## src/rtl/binary_game_ctrl.sv

```systemverilog
// Round sequencer for the binary-guessing game: LFSR targets, per-round countdown, score and miss tracking.
// Pulses register one cycle after their cause; no backpressure, btn_start is dropped outside IDLE/OVER.
module binary_game_ctrl #(
    parameter int          TICKS_PER_SEC = 100000000,
    parameter int          ROUND_SECS    = 10,
    parameter int          HOLD_CYCLES   = 4,
    parameter int          MAX_MISSES    = 3,
    parameter logic [7:0]  LFSR_SEED     = 8'hA5
) (
    input  logic       clk,
    input  logic       rst_n,
    input  logic       btn_start,
    input  logic       is_equal,
    output logic [7:0] number,
    output logic [3:0] time_left,
    output logic [7:0] score,
    output logic [1:0] misses,
    output logic [1:0] state,
    output logic       round_win,
    output logic       round_lose,
    output logic       game_over
);

    localparam int TW = $clog2(TICKS_PER_SEC);

    typedef enum logic [1:0] {
        S_IDLE = 2'd0,
        S_ARM  = 2'd1,
        S_PLAY = 2'd2,
        S_OVER = 2'd3
    } state_t;

    state_t        cur_st;
    state_t        nxt_st;
    logic [7:0]    lfsr;
    logic [7:0]    lfsr_nxt;
    logic [7:0]    hold;
    logic [TW-1:0] tick;
    logic          arm_cnt;

    logic start_req;
    logic win;
    logic wrap;
    logic timeout;
    logic last_miss;
    logic load;
    logic arm_done;

    assign lfsr_nxt = {lfsr[6:0], lfsr[7] ^ lfsr[5] ^ lfsr[4] ^ lfsr[3]};

    always_ff @(posedge clk or negedge rst_n) begin
        if (!rst_n) begin
            cur_st <= S_IDLE;
        end else begin
            cur_st <= nxt_st;
        end
    end

    // Win outranks a timeout landing on the same tick wrap.
    always_comb begin
        start_req = btn_start && ((cur_st == S_IDLE) || (cur_st == S_OVER));
        win       = (cur_st == S_PLAY) && is_equal && (hold == 8'(HOLD_CYCLES - 1));
        wrap      = (cur_st == S_PLAY) && (tick == TW'(TICKS_PER_SEC - 1));
        timeout   = wrap && (time_left == 4'd1) && !win;
        last_miss = ((misses + 2'd1) == 2'(MAX_MISSES));
        load      = start_req || win || (timeout && !last_miss);
        arm_done  = (cur_st == S_ARM) && arm_cnt;
        nxt_st    = cur_st;
        case (cur_st)
            S_IDLE:  if (start_req) nxt_st = S_ARM;
            S_ARM:   if (arm_done)  nxt_st = S_PLAY;
            S_PLAY: begin
                if (win)          nxt_st = S_ARM;
                else if (timeout) nxt_st = last_miss ? S_OVER : S_ARM;
            end
            default: if (start_req) nxt_st = S_ARM;
        endcase
    end

    always_comb begin
        state     = cur_st;
        game_over = (cur_st == S_OVER);
    end

    always_ff @(posedge clk or negedge rst_n) begin
        if (!rst_n) begin
            lfsr       <= LFSR_SEED;
            number     <= 8'd0;
            time_left  <= 4'd0;
            score      <= 8'd0;
            misses     <= 2'd0;
            hold       <= 8'd0;
            tick       <= '0;
            arm_cnt    <= 1'b0;
            round_win  <= 1'b0;
            round_lose <= 1'b0;
        end else begin
            round_win  <= win;
            round_lose <= timeout;
            arm_cnt    <= (cur_st == S_ARM) ? ~arm_cnt : 1'b0;
            hold       <= ((cur_st == S_PLAY) && is_equal && !win) ? hold + 8'd1 : 8'd0;

            if (load) begin
                number <= lfsr;
                lfsr   <= lfsr_nxt;
            end

            if (start_req) begin
                score  <= 8'd0;
                misses <= 2'd0;
            end else if (win) begin
                score <= (score == 8'hFF) ? score : score + 8'd1;
            end else if (timeout) begin
                misses <= misses + 2'd1;
            end

            // A timeout is simply the wrap that takes time_left from 1 to 0.
            if (arm_done) begin
                time_left <= 4'(ROUND_SECS);
                tick      <= '0;
            end else if ((cur_st == S_PLAY) && !win) begin
                if (wrap) begin
                    tick      <= '0;
                    time_left <= time_left - 4'd1;
                end else begin
                    tick <= tick + TW'(1);
                end
            end
        end
    end

endmodule

```

## config.mk

```make
export PLATFORM = sky130hd
export DESIGN_NAME = binary_game_ctrl
export DESIGN_NICKNAME = d
export VERILOG_FILES = /design/src/rtl/binary_game_ctrl.sv
export SDC_FILE = /design/constraint.sdc
export NUM_CORES = 1
export LEC_CHECK = 0
export CAP_MARGIN = 20
export CORE_UTILIZATION = 45
export CTS_BUF_LIST = sky130_fd_sc_hd__clkbuf_2 sky130_fd_sc_hd__clkbuf_4 sky130_fd_sc_hd__clkbuf_8
export DETAILED_ROUTE_END_ITERATION = 12
export HOLD_SLACK_MARGIN = 0.06
export PLACE_DENSITY_LB_ADDON = 0.12
export SYNTH_ARGS = -nofsm -noshare
export SYNTH_HDL_FRONTEND = slang
export SYNTH_SLANG_ARGS = --single-unit
```

## constraint.sdc

```tcl
create_clock -name clk -period 2.75 [get_ports clk]
set_input_delay 0.55 -clock clk [delete_from_list [all_inputs] [get_ports clk]]
set_output_delay 0.55 -clock clk [all_outputs]
set_load 0.1 [all_outputs]
```

==> results.ini <==
[pwr]
ir_worst_vdd_v = 0.000334
p_seq_share_pct = 40.7
power_density_mw_per_mm2 = 686
swShare_pct = 36.6
combPwrFrac_pct = 28.4
switchingPower_w = 0.000999
p_int_w = 0.00173
p_leak_nw = 1.81
p_clk_share_pct = 30.9
power_w = 0.00273

[yosys]
synth_top_area_cell = dfrtp_1
ys_seq_area_share_pct = 49.0
synth-edff-count = 0
synth_warnings = 0
ys.flop_type = dfrtp_1
ys_ff_latch = 66
synthTopCellsByCount = dfrtp_1 (62), nor2_1 (47), xor2_1 (20), nand3_1 (18), xnor2_1 (18)
synth_top_cell_area_share_pct = 45.9
avgSynthCellArea_um2 = 10.1
synthTopCellsByArea = dfrtp_1 (46%), nor2_1 (5.2%), xor2_1 (5.2%)
synthCells = 334
synth.most_common_cell = dfrtp_1
synthDistinctLibCells = 46
synth.net_count = 347
async_reset_ff_share_pct = 100
syn-cell-area_mm2 = 0.00338

[routing]
vias_per_cell = 5.24
drc_errors = 0
first_pass_iters = 4
num_vias = 2528
ant_nets = 0
wl_per_cell_um = 14.8
drt_wl_total_um = 7130
drt_iter0_drc = 122

[global_routing]
grt_overflow = 0
grt_antenna_before_repair = 0
first_global_vias = 2456
grt_first_pass_wirelength_um = 12000
track_usage_pct = 20.9
grt_max_degree = 36

[clock_network]
postCtsSetupBuffers = 0
h-tree-depth = 3
root_buffer = clkbuf_8
clkTransAtPathRegs_ns = 0.07
clock_sinks = 66
post_cts_resized = 0
cts_tree = yes
clockBufferDepth = 2
clock_latency_ns = 0.35
cts-hold-fix-buffers = 0
cts_inserted_buffers = 9

[hold_path]
hold_path_class = input port to async pin

[timing]
drv_slew = 0
max_clock_freq_ghz = 0.415
relSlewSlack_pct = 65.8
period_needed_ns = 2.41
tns_ns = 0
rsz0062_at_grt = no
post-route-period-util_pct = 87.6
worstMarginPinSlew_ns = 0.508
setup_viol = 0
final_hold_viol_count = 0
skew_ns = 0.00885

[die]
ios = 31
dieArea_mm2 = 0.00787
die_w_um = 88.7
die_h_um = 88.7
initial_core_util_pct = 46.6
core-area_mm2 = 0.00725
core.rowCount = 31

[layout]
fin_nets = 391
antenna_cells = 0
drive_gt1_share_pct = 22.5
fill_cells = 675
area_growth_pct = 17.6
multi_input_area_mm2 = 0.00161
seq_area_mm2 = 0.00166

[setup_path]
cp_max_fo = 6
path_class = flip-flop to flip-flop
arrival_ns = 2.64
worstPathCellList = inv_1 -> ha_1 -> nor4bb_1 -> nand4_1 -> o31ai_1 -> nor2b_1 -> mux2_1
cp.required_ns = 2.98
crit_path_top_delay_cell = dfrtp_2
worst_setup_path_start_kind = flip-flop
crit_path_end_kind = flip-flop
cp_slowest_stage_delay_ns = 0.43

[place]
place_congestion = 0.803
dpl.hpwl_um = 5020
port_buffers = 30

[outcome]
status = finished, final reports clean

[flow_run]
maxCapViolations = 0

placed cells by master (no fill, tap or decap), types with 10 or more instances in the layout:
cell type | netlist | routed
xnor2_1 | 18 | 18
nand4_1 | 14 | 14
nand2_1 | 17 | 17
dfrtp_1 | 62 | 60
o21ai_0 | 11 | 11
xor2_1 | 20 | 20
nand3_1 | 18 | 18
nor2_1 | 47 | 47
clkbuf_8 | 0 | 10
mux2_2 | 14 | 14
buf_4 | 6 | 42
inv_1 | 12 | 12
worst paths after layout:
check | from | to | slack [ns] | cells past startpoint
hold / removal | rst_n | time_left[3] | 0.22 | 2
min in group clk | hold[0] | hold[0] | 0.48 | 1
max in group asynchronous | rst_n | lfsr[7] | 2.15 | 2
setup / recovery | state[0] | time_left[1] | 0.34 | 7
hold reg to reg | hold[0] | hold[0] | 0.48 | 1
setup reg to reg | state[0] | time_left[1] | 0.34 | 7
flip-flops by register name, summed over array words and instances (netlist names):
signal / count
arm_cnt: 1
hold: 8
lfsr: 4
misses: 2
number: 8
round_lose: 1
round_win: 1
score: 8
state: 2
tick: 27
time_left: 4
metal layers:
metal / up-vias / track usage (%) / share of wire, %
li1: 1274 / - / -
met1: 1207 / 28.9 / 49
met2: 38 / 31.0 / 46
met3: 9 / 5.88 / 3.7
met4: 0 / 8.50 / 1.7
met5: - / 0 / 0
logic make-up after synthesis:
| group | after synthesis | share of synthesized area, % |
|---|---|---|
| AO/OA/AOI/OAI | 35 | 6.44 |
| XOR/XNOR | 38 | 9.84 |
| adder cells (fa/ha/maj) | 9 | 3.33 |
| buffers and inverters | 24 | 3.66 |
| flip-flops | 66 | 49.0 |
| multiplexers | 17 | 5.59 |
| AND/OR/NAND/NOR | 145 | 22.2 |
through the flow:
| stage | worst slack, ns | cells | area (µm²) | hold WS (ns) | util, % |
|---|---|---|---|---|---|
| 2_1_floorplan | 0.121 | 334 | 3380 | 0.254 | - |
| 6_report | 0.340 | 482 | 3980 | 0.224 | 54.9 |
| 5_1_grt | 0.175 | 482 | 3980 | 0.256 | 54.9 |
| 3_5_place_dp | 0.201 | 466 | 3770 | 0.480 | 52.0 |
| 3_3_place_gp | 0.221 | 466 | 3770 | 0.468 | 52.0 |
| 4_1_cts | 0.312 | 482 | 3980 | 0.232 | 54.9 |
power by group through the flow:
stage          clock, W  sequential, W  combinational (W)
2_1_floorplan         0        0.00125           0.000418
3_3_place_gp          0        0.00112           0.000773
3_5_place_dp          0        0.00113           0.000784
4_1_cts        0.000866        0.00111           0.000785
5_1_grt        0.000920        0.00112           0.000841
6_report       0.000844        0.00111           0.000777
area by class of cell:
class | instances | share of cell area (%)
Sequential cell | 66 | 41.7
Clock inverter | 6 | 1.67
Inverter | 12 | 1.13
Tap cell | 99 | 3.11
Multi-Input combinational cell | 244 | 40.4
Timing Repair Buffer | 45 | 8.55
Clock buffer | 10 | 3.46
worst max-delay path: cells and delay by family, from the launching register on:
family,cells,cell delay (ns)
adder cells (fa/ha/maj),1,0.17
buffers and inverters,1,0.08
AO/OA/AOI/OAI,1,0.38
AND/OR/NAND/NOR,3,0.86
flip-flops,1,0.43
multiplexers,1,0.37
Power figures use the tool's default switching activity.
